--- config.mk ---
export PLATFORM = sky130hd
export DESIGN_NAME = fifo_read_controller
export DESIGN_NICKNAME = d
export VERILOG_FILES = /design/src/rtl/fifo_read_controller_pkg.sv /design/src/rtl/fifo_read_controller.sv
export SDC_FILE = /design/constraint.sdc
export NUM_CORES = 1
export LEC_CHECK = 0
export ABC_AREA = 1
export BUFFER_PORTS_ARGS = -buffer_cell sky130_fd_sc_hd__buf_2
export CAP_MARGIN = 20
export CELL_PAD_IN_SITES_DETAIL_PLACEMENT = 0
export CELL_PAD_IN_SITES_GLOBAL_PLACEMENT = 1
export CORE_ASPECT_RATIO = 0.8
export CORE_UTILIZATION = 31
export CTS_CLUSTER_SIZE = 8
export DETAILED_ROUTE_END_ITERATION = 8
export HOLD_SLACK_MARGIN = 0.08
export PLACE_DENSITY_LB_ADDON = 0.2
export SKIP_CTS_REPAIR_TIMING = 1
export SYNTH_ARGS = -nofsm -noshare
export SYNTH_HDL_FRONTEND = slang
export SYNTH_SLANG_ARGS = --single-unit
--- constraint.sdc ---
create_clock -name clk -period 2.55 [get_ports clk]
set_input_delay 0.3825 -clock clk [delete_from_list [all_inputs] [get_ports clk]]
set_output_delay 0.3825 -clock clk [all_outputs]
set_load 0.02 [all_outputs]
--- src/rtl/fifo_read_controller_pkg.sv ---
// Shared definitions for the FIFO read controller: FSM state encoding,
// legal configuration range and the FIFO-facing bundle widths.
package fifo_read_controller_pkg;

  // Controller states; the numeric values are fixed so they read the same in waveforms
  typedef enum logic [1:0] {
    S_NO_CONFIG = 2'd0,
    S_IDLE      = 2'd1,
    S_POP       = 2'd2,
    S_RECOVER   = 2'd3
  } rdState_e;

  // Width of the sub-buffer count sent to the FIFO
  localparam int CFG_WIDTH = 3;

  // Legal range for the active sub-buffer count
  localparam logic [CFG_WIDTH-1:0] CFG_MIN = 3'd1;
  localparam logic [CFG_WIDTH-1:0] CFG_MAX = 3'd4;

  // Default widths of the FIFO-facing bundle
  localparam int DEFAULT_DATA_WIDTH      = 8;
  localparam int DEFAULT_SUBBUFFER_DEPTH = 4;
  localparam int DEFAULT_CNT_WIDTH       = 5;

  // True when a sub-buffer count can be handed to the FIFO
  function automatic logic cfgLegal(input logic [CFG_WIDTH-1:0] units);
    return (units >= CFG_MIN) && (units <= CFG_MAX);
  endfunction

endpackage

--- src/rtl/fifo_read_controller.sv ---
// Flow-control wrapper around the configurable sub-buffer FIFO. It accepts
// upstream samples, paces pops around the FIFO's post-pop recovery slot,
// keeps its own occupancy count (the FIFO has no empty flag) and presents
// popped words through a registered valid/ready port.
module fifo_read_controller
  import fifo_read_controller_pkg::*;
#(
  parameter int DATA_WIDTH      = DEFAULT_DATA_WIDTH,
  parameter int SUBBUFFER_DEPTH = DEFAULT_SUBBUFFER_DEPTH,
  parameter int CNT_WIDTH       = DEFAULT_CNT_WIDTH
) (
  input  logic                  clk,
  input  logic                  reset,
  input  logic                  flush,
  input  logic                  cfg_save,
  input  logic [CFG_WIDTH-1:0]  cfg_units,
  input  logic                  in_valid,
  input  logic [DATA_WIDTH-1:0] in_data,
  output logic                  in_ready,
  output logic                  fifo_push,
  output logic                  fifo_pop,
  output logic [DATA_WIDTH-1:0] fifo_data_in,
  output logic                  fifo_save_config,
  output logic [CFG_WIDTH-1:0]  fifo_configuration,
  output logic                  fifo_reset_data,
  output logic                  fifo_reset_config,
  input  logic [DATA_WIDTH-1:0] fifo_data_out,
  output logic                  out_valid,
  output logic [DATA_WIDTH-1:0] out_data,
  input  logic                  out_ready,
  output logic [CNT_WIDTH-1:0]  occupancy,
  output logic                  configured
);

  localparam logic [CNT_WIDTH-1:0] DEPTH_CNT = CNT_WIDTH'(SUBBUFFER_DEPTH);
  localparam logic [CNT_WIDTH-1:0] ONE_CNT   = CNT_WIDTH'(1);

  rdState_e              state_q;
  logic [CNT_WIDTH-1:0]  occupancy_q;
  logic [CNT_WIDTH-1:0]  capacity_q;
  logic                  configured_q;
  logic                  outValid_q;
  logic [DATA_WIDTH-1:0] outData_q;

  logic clear;
  logic inReady;
  logic pushFire;
  logic popFire;
  logic loadOut;
  logic startPop;

  // Reset and flush both wipe the FIFO contents and its configuration
  assign clear = reset || flush;

  // Samples are only taken while idle and below capacity; never during a clear
  always_comb begin
    inReady = 1'b0;
    if (!clear && (state_q == S_IDLE)) begin
      inReady = (occupancy_q < capacity_q);
    end
  end

  assign pushFire = in_valid && inReady;
  assign popFire  = !clear && (state_q == S_POP);
  assign loadOut  = (state_q == S_RECOVER);

  // A word pushed this cycle counts as available so an empty FIFO pops on the next cycle
  assign startPop = ((occupancy_q != '0) || pushFire) && (!outValid_q || out_ready);

  // Controller FSM: configuration latch, then idle/pop/recover cycling
  always_ff @(posedge clk) begin
    if (clear) begin
      state_q      <= S_NO_CONFIG;
      capacity_q   <= '0;
      configured_q <= 1'b0;
    end else begin
      case (state_q)
        S_NO_CONFIG: begin
          if (cfg_save && cfgLegal(cfg_units)) begin
            capacity_q   <= CNT_WIDTH'(cfg_units) * DEPTH_CNT;
            configured_q <= 1'b1;
            state_q      <= S_IDLE;
          end
        end
        S_IDLE: begin
          if (startPop) begin
            state_q <= S_POP;
          end
        end
        S_POP:     state_q <= S_RECOVER;
        S_RECOVER: state_q <= S_IDLE;
        default:   state_q <= S_NO_CONFIG;
      endcase
    end
  end

  // Occupancy tracking; push and pop live in different states so they never coincide
  always_ff @(posedge clk) begin
    if (clear) begin
      occupancy_q <= '0;
    end else if (pushFire) begin
      occupancy_q <= occupancy_q + ONE_CNT;
    end else if (popFire) begin
      occupancy_q <= occupancy_q - ONE_CNT;
    end
  end

  // Output register: a freshly recovered word wins over a same-cycle consume
  always_ff @(posedge clk) begin
    if (clear) begin
      outValid_q <= 1'b0;
      outData_q  <= '0;
    end else if (loadOut) begin
      outValid_q <= 1'b1;
      outData_q  <= fifo_data_out;
    end else if (outValid_q && out_ready) begin
      outValid_q <= 1'b0;
    end
  end

  assign in_ready           = inReady;
  assign fifo_push          = pushFire;
  assign fifo_pop           = popFire;
  assign fifo_data_in       = in_data;
  assign fifo_save_config   = (state_q == S_NO_CONFIG) && cfg_save;
  assign fifo_configuration = cfg_units;
  assign fifo_reset_data    = clear;
  assign fifo_reset_config  = clear;
  assign out_valid          = outValid_q;
  assign out_data           = outData_q;
  assign occupancy          = occupancy_q;
  assign configured         = configured_q;

endmodule
* Word level (Yosys, flattened, before mapping)
Cells that the tools add are included.
** Storage, ports and cells
- Register bits after elaboration :: 20
- Latch bits :: 0
- Bits in writable memories :: 0
- ROM bits :: 0
- Input bits :: 25
- Output and inout bits :: 32
- Word-level logic and storage cells :: 43
- Memories kept :: 0
** Operators by class
- Add/sub/neg operators :: 2
- Multipliers :: 0
- Div/mod/pow operators :: 0
- $lt $le $gt $ge :: 3
- Equality and inequality tests :: 5
- Shift operators :: 0
- Multiplexer cells :: 8
- Bitwise operators :: 0
- Reduce and logical (&&, ||, !) cells :: 19
** Operators with widths (count)
- 5-bit two-way mux :: 2
- 1-bit logical AND :: 8
- 2-bit one-hot mux with 4 select lines :: 1
- 5-bit by 1-bit adder with 5-bit output (second input constant) :: 1
- 5-bit < comparator :: 1
- 5-bit nonzero test :: 1
- 5-bit by 1-bit subtractor with 5-bit output (second input constant) :: 1
- 2-bit == test (second input constant) :: 2
- 2-bit two-way mux :: 2
- 2-bit inequality test (second input constant) :: 2
- 2-bit AND reduction :: 2
- 2-bit nonzero test :: 2
- 3-bit by 1-bit >= comparator with 1-bit output (second input constant) :: 1
- 3-bit less-or-equal comparator (second input constant) :: 1
- 1-bit logical OR :: 3
- 1-bit two-way mux :: 3
- 2-bit by 1-bit == test with 1-bit output (second input constant) :: 1
- 1-bit logical NOT :: 2
- 2-bit logical NOT :: 1

* Logic depth before layout (Yosys ltp)
- Depth after elaboration :: 9
- Depth in mapped cells :: 13
- Mapped depth without buffers :: 13

* Worst setup path after synthesis
OpenSTA, ideal clock, no wires.
- Kind :: flip-flop to flip-flop
- From :: register occupancy_q[4] (netlist: occupancy[4])
- To :: register occupancy_q[4] (netlist: occupancy[4])
- Library setup time :: 115 ps
- Arrival :: 2143 ps
- Slack :: 292 ps
- Stages on the path, launching flop included :: 13
- Clock period less this slack :: 2258 ps
- Path through :: dfxtp_1 > ha_1 > nand2_1 > inv_1 > nor2_4 > nand4_4 > fa_1 > nand3_1 > nand2_1 > o21ai_0 > nand3_1 > nand2_1 > nor2_1
** On the way
- Longest elaborated chain between the ends :: 4
** RTL lines
- from (decl) :: line fifo_read_controller.sv:39 : logic [CNT_WIDTH-1:0] occupancy_q;
- from (signal assigned) :: line fifo_read_controller.sv:102 : occupancy_q <= occupancy_q + ONE_CNT;
- from (signal assigned) :: line fifo_read_controller.sv:104 : occupancy_q <= occupancy_q - ONE_CNT;
- 5-bit < comparator :: line fifo_read_controller.sv:59 : inReady = (occupancy_q < capacity_q);
- 1-bit two-way mux :: line fifo_read_controller.sv:58 : if (!clear && (state_q == S_IDLE)) begin
- 1-bit logical AND :: line fifo_read_controller.sv:63 : assign pushFire = in_valid && inReady;
- 5-bit two-way mux or 2-bit nonzero test (tied branches)
Parallel ways exist; a longest one is shown, timed or not. The select of a mux whose other input is x is not followed.
A chain may end at the register's enable or synchronous reset.

* Worst setup path in the final report
Ends and elaborated chain as after synthesis.

==> metrics.txt <==
row cnt 19; CTS Root Cell clkbuf_8; final worst path period share about nine tenths; normalized max-slew margin 77.0%; Port Buffers 40; total grt overflow 0; DR WL/cell between 10 and 15 um; Routed WL around 2.5 mm; Hold Fails Final Rpt 0; Ports 57; Max VDD drop about 0.23 mV; Clock Power Share 42.9%; Core ar. approximately 3500 um^2; gr usage total about 14%; clk slew on worst S/H paths 70 ps; Hold Crit Class in -> reg; Initial Util about a third; chip width about 70 um; Switching Power around 0.00017 W; Die ar. ~4000 um^2; Layout area overhead 20.7%; Critical-path top delay cell fa_1; top cells by area, synth dfxtp_1, nand2_1, ha_1; CP Cell Sequence ha_1 > nand2_1 > inv_1 > nand2_1 > nand4_4 > fa_1 > nand3_1 > nand2_1 > o21ai_0 > nand3_1 > nand2_1 > nor2_1; RSZ-0062 raised after global routing no; Leak Pwr ~0.68 nW; largest net degree at the start of global routing 15; Non-Filler Instances about 230; Worst-Margin Slew approximately 350 ps; WP data required about 2700 ps; Syn Inst Count approximately 160; vias per cell 4.55; share of the synthesized area in the top cell type a little over a third; Gate power share approximately an eighth; drc violations 0; Synth Area per Inst approximately 7.4 um^2; DP Wirelength between 2 and 2.5 mm; count of final setup violators 0; First-pass DRT Iterations 4; antenna-violating nets left 0; layout cell share with drive strength beyond 1 slightly below 30%; Worst R2R Setup Slack 240 ps; cell taking the most area after synthesis dfxtp_1; Netlist cell types 22; Skew-Pair Late Insertion Delay around 260 ps; routability cong. around 0.7; Syn. warnings 0; die height about 56 um; Max stage delay on crit path 500 ps; nets 223; Setup TNS 0 ps; vias 1,043; max-cap violation count 0; Inst Count DP between 200 and 250; Worst Path Arrival 2470 ps; via count of the first global-routing pass 1,007; Worst Clk Skew 3.48 ps; Num CTS Buffers 3; syn nets 191; crit-path max FO 9; sequential share of power 44.1%; Startpoint Class flip-flop; diodes inserted 0; Slew Limit Fails 0; Mapped Area 1150 um^2; H-tree depth 1; family with the most delay on the worst path adder cells; internal power 0.000563 W; number of fill cells ~380; first-pass GRT wire length 4.30 mm; outcome complete, no violations; Crit. End Element flip-flop; min Tclk post-route 2310 ps; clock sink count 20; most used cell, CP nand2_1; Yosys reg bits 20; max frequency between 400 and 500 MHz; Switching Share between 20% and 30%; Iter 0 DRT Violations 33; sequential-to-total area share from yosys stat around a third; antenna violations before repair 0; worst setup path class reg -> reg; clock tree buffer depth 2; power per cell area between 500 and 600 nW/um^2; CTS tree done; WP buf/inv 1
worst paths after layout:
check	from	end	depth (start not counted)
worst max register to register	occupancy[4]	occupancy[4]	12
worst min-delay path	fifo_data_out[5]	out_data[5]	3
worst max-delay path	occupancy[4]	occupancy[4]	12
worst min register to register	out_data[7]	out_data[7]	2
power by group through the flow:
stage                     clock network [W]  logic [W]  registers (W)
after floorplan                           0  0.0000818       0.000331
after global placement                    0  0.0000935       0.000330
after detailed placement                  0  0.0000961       0.000330
after CTS                          0.000328  0.0000963       0.000323
after global routing               0.000336   0.000107       0.000324
final                              0.000314  0.0000946       0.000323
metrics by stage:
step	instance area [um^2]	setup WS (ps)	hold slack, ps	utilization, %	total power, W
global placement	1310	338	448	37.5	0.000423
floorplan	1150	292	433	-	0.000413
detailed placement	1310	212	454	37.5	0.000426
CTS	1380	193	363	39.6	0.000747
finish	1390	237	371	39.7	0.000731
global route	1390	51.2	375	39.7	0.000766
synthesized netlist by cell type:
master    count
nand2_2       1
nor2_2        1
nor2_1        9
nand4_1       1
a21oi_1      19
clkinv_1      1
buf_4        12
o21ai_1       4
nor2_4        1
ha_1          9
nand4_4       1
dfxtp_1      20
fa_1          1
xnor2_1       2
nand3_1       8
inv_1        16
o21ai_0       4
nand2_1      38
nand3_2       1
buf_2         3
inv_2         3
nor3_1        1
registers in the layout, summed over array words and instances, names as in the netlist:
signal      flops
configured      1
capacity_q      3
out_valid       1
state_q         2
out_data        8
occupancy       5
layout make-up:
cell class / count / area (um^2) / share of cell area [%]
multi-input cells: 101 / 572 / 41.2
flip-flops and latches: 20 / 400 / 28.9
repair buffers: 42 / 215 / 15.5
inverters: 20 / 75.1 / 5.42
well taps: 42 / 52.6 / 3.79
clock buffers: 3 / 41.3 / 2.98
clock inverters: 1 / 30.0 / 2.17
cells in the final DEF, fill, tap and decap left out, types with 3 or more instances in the layout:
cell type,netlist,final
buf_2,3,40
nand2_1,38,38
dfxtp_1,20,20
a21oi_1,19,18
inv_1,16,16
nor2_1,9,9
ha_1,9,9
nand3_1,8,8
o21ai_1,4,4
o21ai_0,4,4
inv_2,3,3
clkbuf_8,0,3
logic make-up after synthesis:
group                    after synthesis  share of synthesized area (%)
XOR/XNOR                               2                           1.53
AO/OA/AOI/OAI                         27                           11.8
buffers and inverters                 35                           15.7
AND/OR/NAND/NOR                       62                           24.6
flip-flops                            20                           34.9
adder cells (fa/ha/maj)               10                           11.5
layer usage:
metal | vias up | wire, um | track usage [%]
met1 | 470 | 1160 | 16.5
li1 | 544 | - | -
met2 | 20 | 1220 | 23.1
met5 | - | 0 | 0
met4 | 0 | 23 | 5.43
met3 | 9 | 98 | 3.05
worst reg2reg max path: stages (launching register included):
cell and delay, ps:
dfxtp_1 410, ha_1 270, nand2_1 80, inv_1 40
nand2_1 110, nand4_4 200, fa_1 510, nand3_1 130
nand2_1 60, o21ai_0 210, nand3_1 100, nand2_1 60
nor2_1 30
Power figures use the tool's default switching activity.
